`config.mk`:
```
export PLATFORM = sky130hd
export DESIGN_NAME = stream_config_ctrl_flat
export DESIGN_NICKNAME = d
export VERILOG_FILES = /design/src/rtl/stream_config_ctrl_if.sv /design/src/rtl/stream_config_ctrl.sv /design/src/flat_wrapper.sv
export SDC_FILE = /design/constraint.sdc
export NUM_CORES = 1
export LEC_CHECK = 0
export BUFFER_PORTS_ARGS = -buffer_cell sky130_fd_sc_hd__buf_4
export CAP_MARGIN = 5
export CORE_ASPECT_RATIO = 1.5
export CORE_MARGIN = 8
export CORE_UTILIZATION = 53
export CTS_BUF_LIST = sky130_fd_sc_hd__clkbuf_4
export CTS_CLUSTER_DIAMETER = 100
export DETAILED_ROUTE_END_ITERATION = 16
export PLACE_DENSITY = 0.93
export SLEW_MARGIN = 0
export SYNTH_ARGS = -nofsm -noshare
export SYNTH_HDL_FRONTEND = slang
export SYNTH_SLANG_ARGS = --single-unit
```
`constraint.sdc`:
```
create_clock -name clk -period 3.95 [get_ports clk]
set_clock_uncertainty 0.1 [all_clocks]
set_input_delay 0.79 -clock clk [delete_from_list [all_inputs] [get_ports clk]]
set_output_delay 0.79 -clock clk [all_outputs]
set_load 0.03 [all_outputs]
```
`src/rtl/stream_config_ctrl_if.sv`:
```
// Shared types plus the config write bus and the select/data_type stream bundle.
// config_i: addr/data/valid; stream_config_i: two ready/valid channels (select, data_type).
package stream_config_pkg;
  localparam int CFG_AW = 8;
  localparam int CFG_DW = 32;

  typedef logic [3:0] type_t;

  typedef enum logic [1:0] {
    EMPTY = 2'd0,
    ONE   = 2'd1,
    FULL  = 2'd2
  } occ_t;
endpackage

interface config_i;
  import stream_config_pkg::*;

  logic [CFG_AW-1:0] addr;
  logic [CFG_DW-1:0] data;
  logic              valid;

  modport s (
    input addr,
    input data,
    input valid
  );

  modport m (
    output addr,
    output data,
    output valid
  );
endinterface

interface stream_config_i #(
  parameter int NUM_SELECT = 4
);
  import stream_config_pkg::*;

  localparam int SEL_W = $clog2(NUM_SELECT);

  logic [SEL_W-1:0] select_data;
  logic             select_valid;
  logic             select_ready;
  type_t            data_type_data;
  logic             data_type_valid;
  logic             data_type_ready;

  modport m (
    output select_data,
    output select_valid,
    input  select_ready,
    output data_type_data,
    output data_type_valid,
    input  data_type_ready
  );

  modport s (
    input  select_data,
    input  select_valid,
    output select_ready,
    input  data_type_data,
    input  data_type_valid,
    output data_type_ready
  );
endinterface

```
`src/rtl/stream_config_ctrl.sv`:
```
// Config-write to stream bridge: two 2-deep FIFOs (select, data_type) with drop/range counters.
// Ports: clk, rst (sync, high), cfg (config_i.s), out (stream_config_i.m),
//   drop_cnt, range_err_cnt (saturating 8-bit), busy (registered, any FIFO non-empty).
// Optional: define STREAM_CONFIG_CTRL_RANGE_CHECK_EN to reject select writes >= NUM_SELECT.
module stream_config_fifo
  import stream_config_pkg::*;
#(
  parameter int W = 1
) (
  input  logic         clk,
  input  logic         rst,
  input  logic         push,
  input  logic [W-1:0] din,
  input  logic         ready,
  output logic         valid,
  output logic [W-1:0] dout,
  output logic         drop,
  output logic         busy_nxt
);

  occ_t         occ_q;
  occ_t         occ_d;
  logic [W-1:0] mem_q [2];
  logic         rd_q;
  logic         wr_q;
  logic         pop;
  logic         acc;

  // A full FIFO still accepts when the head leaves in the same cycle.
  always_comb begin
    pop      = valid && ready;
    acc      = push && ((occ_q != FULL) || pop);
    drop     = push && !acc;
    occ_d    = occ_q;
    unique case (1'b1)
      acc && !pop: occ_d = occ_t'(occ_q + 2'd1);
      pop && !acc: occ_d = occ_t'(occ_q - 2'd1);
      default:     occ_d = occ_q;
    endcase
    busy_nxt = (occ_d != EMPTY);
  end

  always_ff @(posedge clk) begin
    if (rst) begin
      occ_q    <= EMPTY;
      valid    <= 1'b0;
      rd_q     <= 1'b0;
      wr_q     <= 1'b0;
      mem_q[0] <= '0;
      mem_q[1] <= '0;
    end else begin
      occ_q <= occ_d;
      valid <= busy_nxt;
      if (acc) begin
        mem_q[wr_q] <= din;
        wr_q        <= ~wr_q;
      end
      if (pop) begin
        rd_q <= ~rd_q;
      end
    end
  end

  assign dout = mem_q[rd_q];

endmodule

module stream_config_ctrl
  import stream_config_pkg::*;
#(
  parameter int NUM_SELECT  = 4,
  parameter int SELECT_ADDR = 0,
  parameter int TYPE_ADDR   = 1
) (
  input  logic        clk,
  input  logic        rst,
  config_i.s          cfg,
  stream_config_i.m   out,
  output logic [7:0]  drop_cnt,
  output logic [7:0]  range_err_cnt,
  output logic        busy
);

  localparam int SEL_W  = $clog2(NUM_SELECT);
  localparam int TYPE_W = $bits(type_t);

  logic             sel_hit;
  logic             type_hit;
  logic             sel_ok;
  logic             sel_push;
  logic             sel_valid;
  logic [SEL_W-1:0] sel_data;
  logic             sel_drop;
  logic             sel_busy;
  logic             type_valid;
  type_t            type_data;
  logic             type_drop;
  logic             type_busy;
  logic             drop;
  logic             unused_cfg;

  assign sel_hit  = cfg.valid &&
                    (cfg.addr == CFG_AW'(SELECT_ADDR));
  assign type_hit = cfg.valid &&
                    (cfg.addr == CFG_AW'(TYPE_ADDR));

`ifdef STREAM_CONFIG_CTRL_RANGE_CHECK_EN
  logic range_err;

  // Full-width compare: high garbage bits must not alias into range.
  assign sel_ok    = (cfg.data < CFG_DW'(NUM_SELECT));
  assign range_err = sel_hit && !sel_ok;

  always_ff @(posedge clk) begin
    if (rst) begin
      range_err_cnt <= '0;
    end else if (range_err && (range_err_cnt != 8'hFF)) begin
      range_err_cnt <= range_err_cnt + 8'd1;
    end
  end
`else
  assign sel_ok        = 1'b1;
  assign range_err_cnt = '0;
`endif

  assign sel_push   = sel_hit && sel_ok;
  assign unused_cfg = ^cfg.data;

  stream_config_fifo #(
    .W (SEL_W)
  ) u_sel_fifo (
    .clk      (clk),
    .rst      (rst),
    .push     (sel_push),
    .din      (cfg.data[SEL_W-1:0]),
    .ready    (out.select_ready),
    .valid    (sel_valid),
    .dout     (sel_data),
    .drop     (sel_drop),
    .busy_nxt (sel_busy)
  );

  stream_config_fifo #(
    .W (TYPE_W)
  ) u_type_fifo (
    .clk      (clk),
    .rst      (rst),
    .push     (type_hit),
    .din      (cfg.data[TYPE_W-1:0]),
    .ready    (out.data_type_ready),
    .valid    (type_valid),
    .dout     (type_data),
    .drop     (type_drop),
    .busy_nxt (type_busy)
  );

  assign out.select_valid    = sel_valid;
  assign out.select_data     = sel_data;
  assign out.data_type_valid = type_valid;
  assign out.data_type_data  = type_data;

  // Only one address per cycle, so at most one channel drops at a time.
  assign drop = sel_drop || type_drop;

  always_ff @(posedge clk) begin
    if (rst) begin
      drop_cnt <= '0;
      busy     <= 1'b0;
    end else begin
      busy <= sel_busy || type_busy;
      if (drop && (drop_cnt != 8'hFF)) begin
        drop_cnt <= drop_cnt + 8'd1;
      end
    end
  end

endmodule
```
`src/flat_wrapper.sv`:
```
// flat-port wrapper written by rule: the top's interface ports become plain ports
module stream_config_ctrl_flat import stream_config_pkg::*;
#(
  parameter int NUM_SELECT  = 4,
  parameter int SELECT_ADDR = 0,
  parameter int TYPE_ADDR   = 1
)
  (clk, rst, drop_cnt, range_err_cnt, busy, cfg_addr, cfg_data, cfg_valid, out_select_data, out_select_valid, out_select_ready, out_data_type_data, out_data_type_valid, out_data_type_ready);
  config_i cfg_i ();
  stream_config_i #(.NUM_SELECT(NUM_SELECT)) out_i ();
  input  logic clk;
  input  logic rst;
  output logic [7:0] drop_cnt;
  output logic [7:0] range_err_cnt;
  output logic busy;
  input wire logic [$bits(cfg_i.addr)-1:0] cfg_addr;
  input wire logic [$bits(cfg_i.data)-1:0] cfg_data;
  input wire logic [$bits(cfg_i.valid)-1:0] cfg_valid;
  output wire logic [$bits(out_i.select_data)-1:0] out_select_data;
  output wire logic [$bits(out_i.select_valid)-1:0] out_select_valid;
  input wire logic [$bits(out_i.select_ready)-1:0] out_select_ready;
  output wire logic [$bits(out_i.data_type_data)-1:0] out_data_type_data;
  output wire logic [$bits(out_i.data_type_valid)-1:0] out_data_type_valid;
  input wire logic [$bits(out_i.data_type_ready)-1:0] out_data_type_ready;
  assign cfg_i.addr = cfg_addr;
  assign cfg_i.data = cfg_data;
  assign cfg_i.valid = cfg_valid;
  assign out_select_data = out_i.select_data;
  assign out_select_valid = out_i.select_valid;
  assign out_i.select_ready = out_select_ready;
  assign out_data_type_data = out_i.data_type_data;
  assign out_data_type_valid = out_i.data_type_valid;
  assign out_i.data_type_ready = out_data_type_ready;
  stream_config_ctrl #(.NUM_SELECT(NUM_SELECT), .SELECT_ADDR(SELECT_ADDR), .TYPE_ADDR(TYPE_ADDR)) u_core (.clk(clk), .rst(rst), .cfg(cfg_i), .out(out_i), .drop_cnt(drop_cnt), .range_err_cnt(range_err_cnt), .busy(busy));
endmodule
```
==> results_dict.tcl, run 1 <==
set metrics [dict create \
    status "finished, final reports clean" \
    antenna_found_initial 0 \
    chipHeight_um 85.5 \
    htreeDepth 2 \
    finalHoldViolCount 0 \
    wl_um 3220 \
    reg2reg_from "u_core.drop_cnt[0]" \
    drive_gt1_share_pct 31.4 \
    grt_pass1_vias 1331 \
    cts_tree "built" \
    synthCells 168 \
    syn_area_um2 1710 \
    fmax_mhz 390 \
    post-route-util_pct 65.6 \
    numCtsBuffers 5 \
    yosysSeqAreaShare_pct 45.8 \
    wl_per_cell_um 13.2 \
    grt_setup_unrepaired "no" \
    clockBufferDepth 2 \
    die-area_um2 5330 \
    worst_pin_slew_ns 0.814 \
    worstSetupEndpointType "flop" \
    async_flop_share_pct 0 \
    p_leak_nw 0.857 \
    n_fill_cell 257 \
    place_hpwl_um 2410 \
    ir_drop_v 0.000273 \
    first_pass_iters 7 \
    fin_crit_sh_pct 64.9 \
    diodes 0 \
    relSlewSlack_pct 45.7 \
    dp_slack_ns 1.01 \
    ant_nets 0 \
    hold_path_class "reg -> reg" \
    path_max_fanout 11 \
    power_w 0.000730 \
    ys_warn_count 0 \
    setup_viol 0 \
    clkSinkCount 33 \
    die_x_um 62.3 \
    drc_errors 0 \
    critPathRequiredTime_ns 4.08 \
    num-nets-final 249 \
    grt_max_degree 27 \
    port_buffers 33 \
    r2r_setup_slack_ns 1.70 \
    setup-tns-final_ns 0 \
    synthDistinctLibCells 45 \
    synth_ff_type "dfxtp_1" \
    root_buffer "clkbuf_4" \
    path_class "in -> reg" \
    core_um2 3130 \
    maxCapViolCount 0 \
    grt_use_total_pct 12.5 \
    clock_latency_ns 0.34 \
    most-common-layout-cells "buf_4 (33), nor2_1 (23), dfxtp_1 (21)" \
    design_area_um2 2050 \
    arrival_ns 2.70 \
    clkTransAtPathRegs_ns 0.10 \
    avgSynthCellArea_um2 10.2 \
    drv_slew 0 \
    crit_end "u_core.drop_cnt[5]" \
    multi_input_area_um2 861 \
    grt-ovfl-total 0 \
    synth_seq_cells 33 \
    r2r-end "u_core.drop_cnt[5]" \
    holdBufCountCts 0 \
    num_rows 25 \
    cts_setup_buffers 0 \
    cellPowerDensity_nw_per_um2 355 \
    min_period_ns 2.57 \
    worstRegToRegCells 5 \
    start_util_pct 54.5 \
    seq_area_um2 781 \
    area_growth_syn_to_layout_pct 20.4 \
    synth_edf_count 12 \
    place.gp.congestion 0.822 \
    viasPerCell 5.44 \
    drt-initial-drc-count 50 \
    vias 1328 \
    cts_resized 0 \
    timing.final.ws_setup_ns 1.38 \
    worstSetupStartpoint "cfg_addr[3]" \
    placed_area_um2 1950 \
    start_kind "input pin" \
    final_common_cell "buf_4" \
    io_pins 70 \
    grt_pass1_wl_um 5420 \
]
-- power by group --
| group | total [W] | leakage (nW) | internal (W) | switching (W) |
|---|---|---|---|---|
| clock network | 0.000310 | 0.0552 | 0.000196 | 0.000114 |
| logic | 0.0000602 | 0.510 | 0.0000224 | 0.0000378 |
| registers | 0.000359 | 0.292 | 0.000357 | 0.00000237 |
| total | 0.000730 | 0.857 | 0.000575 | 0.000155 |
-- critical path, cell delays in order --
cell      delay [ns]
buf_4           0.12
nor3b_2         0.35
nand4_1         0.22
a221oi_2        0.74
nand4_1         0.18
mux2_2          0.30
-- area by class of cell --
type                            count  share of cell area [%]
Multi-Input combinational cell    127                    41.9
Sequential cell                    33                    38.0
Inverter                            3                   0.548
Timing Repair Buffer               33                    12.1
Tap cell                           40                    2.44
Clock buffer                        5                    1.83
Clock inverter                      3                    3.17
-- cells by family after synthesis --
group / synth area share [%]
compound gates: 10.9
xor+xnor: 4.11
fa+ha+maj: 0.734
buf+inv: 5.28
flops: 45.8
mux: 5.80
other cells: 0.220
simple gates: 27.1
-- cell usage after synthesis (2+ instances only) --
library cell	count	area (um2)
nor2_1	23	86.3
or2_2	2	12.5
inv_1	3	11.3
clkbuf_1	2	7.51
nand2_1	15	56.3
and2_1	13	81.3
o31ai_1	2	15.0
mux2_2	7	78.8
xnor2_1	7	61.3
a221oi_2	3	45.0
a21oi_1	5	25.0
and3_1	6	37.5
edfxtp_1	12	360
a31o_2	4	35.0
a32o_1	2	20.0
mux2i_1	2	20.0
buf_4	9	67.6
nand4_1	2	12.5
nand3_4	2	35.0
a311oi_1	2	17.5
dfxtp_1	21	420
-- worst min-delay path by stage --
stage,start,to,cells after the start
after global placement,u_core.u_type_fifo.wr_q,u_core.u_type_fifo.wr_q,2
final,u_core.u_type_fifo.wr_q,u_core.u_type_fifo.wr_q,2
after global routing,u_core.u_type_fifo.occ_q[0],u_core.u_type_fifo.valid,1
after detailed placement,u_core.u_type_fifo.wr_q,u_core.u_type_fifo.wr_q,2
after floorplan,u_core.u_type_fifo.wr_q,u_core.u_type_fifo.wr_q,2
after CTS,u_core.u_type_fifo.wr_q,u_core.u_type_fifo.wr_q,2
-- per-stage QoR --
stage	hold WS (ns)	instances
after detailed placement	0.395	236
after global placement	0.379	236
final	0.412	244
after global routing	0.458	244
after floorplan	0.371	175
after CTS	0.411	244
-- sequential cells by signal (all words and copies together) (netlist names), named ones only --
name,cells
u_core.u_sel_fifo.valid,1
u_core.u_sel_fifo.occ_q,2
u_core.u_sel_fifo.mem_q,4
u_core.drop_cnt,8
u_core.busy,1
u_core.u_sel_fifo.rd_q,1
u_core.u_type_fifo.mem_q,8
u_core.u_type_fifo.rd_q,1
u_core.u_sel_fifo.wr_q,1
u_core.u_type_fifo.valid,1
u_core.u_type_fifo.wr_q,1
u_core.u_type_fifo.occ_q,2
-- routing by layer --
| layer | wire, um | vias to the layer above | track usage, % | share of wire [%] |
|---|---|---|---|---|
| met1 | 1280 | 617 | 11.1 | 40 |
| met5 | 0 | - | 0 | 0 |
| li1 | - | 657 | - | - |
| met4 | 75 | 0 | 9.17 | 2.3 |
| met3 | 200 | 7 | 4.22 | 6.2 |
| met2 | 1670 | 47 | 23.0 | 52 |
Power figures use the tool's default switching activity.
==> run 2, diff against run 1 <==
- ABC_AREA: unset -> 1
- CORE_UTILIZATION: 53 -> 50
- PLACE_DENSITY: 0.93 -> 0.88
- clock period: 3.95 -> 2.5 ns (I/O delays scaled with it)
==> run 2 against run 1 <==
  * Sequential share of layout area decreased by 0.46 points
  * Clock power increased by 58%
  * Worst setup slack got worse by 0.75 ns
  * Die area increased by 5.4%
  * Highest routed layer unchanged
  * Cell count increased by 17%
  * Largest power group unchanged
  * Cell area increased by 1.2%
  * Routed wire length increased by 2.6%
  * Critical endpoint is now out_data_type_data[1]
  * First-iteration DRC count decreased by 14%
  * Sequential cell count unchanged
  * Utilization decreased by 3.6 points
==> results_dict.tcl, run 2 <==
set metrics [dict create \
    place_hpwl_um 2530 \
    maxCapViolCount 0 \
    num-nets-final 289 \
    grt-ovfl-total 0 \
    synth.area.top_cells "dfxtp_1 (24%), edfxtp_1 (21%), nand3_1 (7.3%)" \
    clkTransAtPathRegs_ns 0.10 \
    synthCells 206 \
    post-route-util_pct 62.0 \
    root_buffer "clkbuf_4" \
    cp_num_buf_inv 1 \
    syn_area_um2 1720 \
    io_pins 70 \
    vias 1408 \
    place.gp.congestion 0.815 \
    setup_viol 0 \
    most-common-layout-cells "nand2_1 (33), buf_4 (33), inv_1 (26)" \
    cellPowerDensity_nw_per_um2 627 \
    grt_pass1_vias 1383 \
    synth_top_area_cell "dfxtp_1" \
    num_rows 26 \
    core_um2 3350 \
    cts_resized 0 \
    drive_gt1_share_pct 30.3 \
    ant_nets 0 \
    arrival_ns 1.27 \
    fin_crit_sh_pct 74.7 \
    min_period_ns 1.87 \
    path_max_fanout 4 \
    fmax_mhz 536 \
    port_buffers 33 \
    slowest_stage "dfxtp_1" \
    hold_path_class "in -> reg" \
    first_pass_iters 4 \
    clockBufferDepth 2 \
    top_regs "u_core.drop_cnt: 8 flops, u_core.u_type_fifo.mem_q: 8 flops, u_core.u_sel_fifo.mem_q: 4 flops" \
    synth_edf_count 12 \
    cts_tree "built" \
    drv_slew 0 \
    area_growth_syn_to_layout_pct 20.8 \
    status "finished, final reports clean" \
    ir_drop_v 0.000498 \
    wl_um 3310 \
    yosysSeqAreaShare_pct 45.4 \
    holdBufCountCts 0 \
    drt-initial-drc-count 43 \
    drc_errors 0 \
    numCtsBuffers 5 \
    grt_use_total_pct 12.3 \
    ys_warn_count 0 \
    chipHeight_um 87.8 \
    die-area_um2 5610 \
    wl_per_cell_um 11.6 \
    grt_setup_unrepaired "no" \
    grt_pass1_wl_um 5590 \
    synth_seq_cells 33 \
    htreeDepth 2 \
    setup-tns-final_ns 0 \
    path_class "reg -> out" \
    clkSinkCount 33 \
    clock_latency_ns 0.33 \
    avgSynthCellArea_um2 8.35 \
    viasPerCell 4.92 \
    synth_ff_type "dfxtp_1" \
    async_flop_share_pct 0 \
    start_util_pct 51.3 \
    critPathRequiredTime_ns 1.90 \
    finalHoldViolCount 0 \
    synth_top_cell_area_share_pct 24.4 \
    critPathMaxStageDelay_ns 0.42 \
    crit_chain "mux2_2 -> buf_4" \
    worstSetupEndpointType "output pin" \
    synthDistinctLibCells 26 \
    synth_common_cells "nand2_1 (33), inv_1 (26), nand3_1 (25)" \
    die_x_um 63.9 \
    n_fill_cell 298 \
    cts_setup_buffers 0 \
    grt_max_degree 16 \
    yosysMostFrequentCell "nand2_1" \
    diodes 0 \
    p_leak_nw 1.03 \
    antenna_found_initial 0 \
    start_kind "flop" \
    crit_family "flip-flops" \
]
## run 2: cells by family after synthesis
| kind of cell | after synthesis | synth area share, % |
|---|---|---|
| AND/OR/NAND/NOR | 109 | 32.1 |
| AO/OA/AOI/OAI | 11 | 3.56 |
| multiplexers | 6 | 3.93 |
| XOR/XNOR | 8 | 4.07 |
| adder cells (fa/ha/maj) | 1 | 0.727 |
| other | 1 | 0.218 |
| buffers and inverters | 37 | 10.0 |
| flip-flops | 33 | 45.4 |
## run 2: where the power goes
group | total [W] | internal (W) | switching, W
Clock | 0.000491 | 0.000310 | 0.000182
Combinational | 0.000210 | 0.0000769 | 0.000133
Sequential | 0.000603 | 0.000587 | 0.0000159
Total | 0.00130 | 0.000973 | 0.000331
## run 2: layer usage
metal | GRT usage (%) | vias up | wire [um]
met2 | 21.8 | 43 | 1780
met3 | 5.51 | 7 | 221
met5 | 0 | - | 0
met1 | 10.9 | 645 | 1230
met4 | 8.15 | 0 | 74
li1 | - | 713 | -
## run 2: final timing paths
kind / to / cells past startpoint / startpoint / slack [ns]
max: out_data_type_data[1] / 2 / flop / 0.63
min: u_core.drop_cnt[6] / 2 / rst / 0.35
max reg2reg: u_core.u_type_fifo.mem_q[0][1] / 7 / u_core.u_type_fifo.valid / 0.89
min reg2reg: u_core.drop_cnt[7] / 2 / u_core.drop_cnt[7] / 0.41
## run 2: cell type report
type	instances	area, um2	share of cell area, %
Clock buffer	5	37.5	1.81
Clock inverter	3	65.1	3.13
Timing Repair Buffer	33	248	11.9
Tap cell	42	52.6	2.53
Sequential cell	33	781	37.6
Multi-Input combinational cell	143	793	38.2
Inverter	27	101	4.88
## run 2: stage by stage
| stage | cell area (um2) | worst slack (ns) | hold slack [ns] | power (W) | cells |
|---|---|---|---|---|---|
| global placement | 1980 | 0.446 | 0.373 | 0.000818 | 278 |
| floorplan | 1750 | 0.675 | 0.361 | 0.000763 | 213 |
| finish | 2080 | 0.634 | 0.351 | 0.00130 | 286 |
| global route | 2080 | 0.567 | 0.349 | 0.00136 | 286 |
| detailed placement | 1980 | 0.424 | 0.388 | 0.000824 | 278 |
| CTS | 2080 | 0.613 | 0.344 | 0.00131 | 286 |
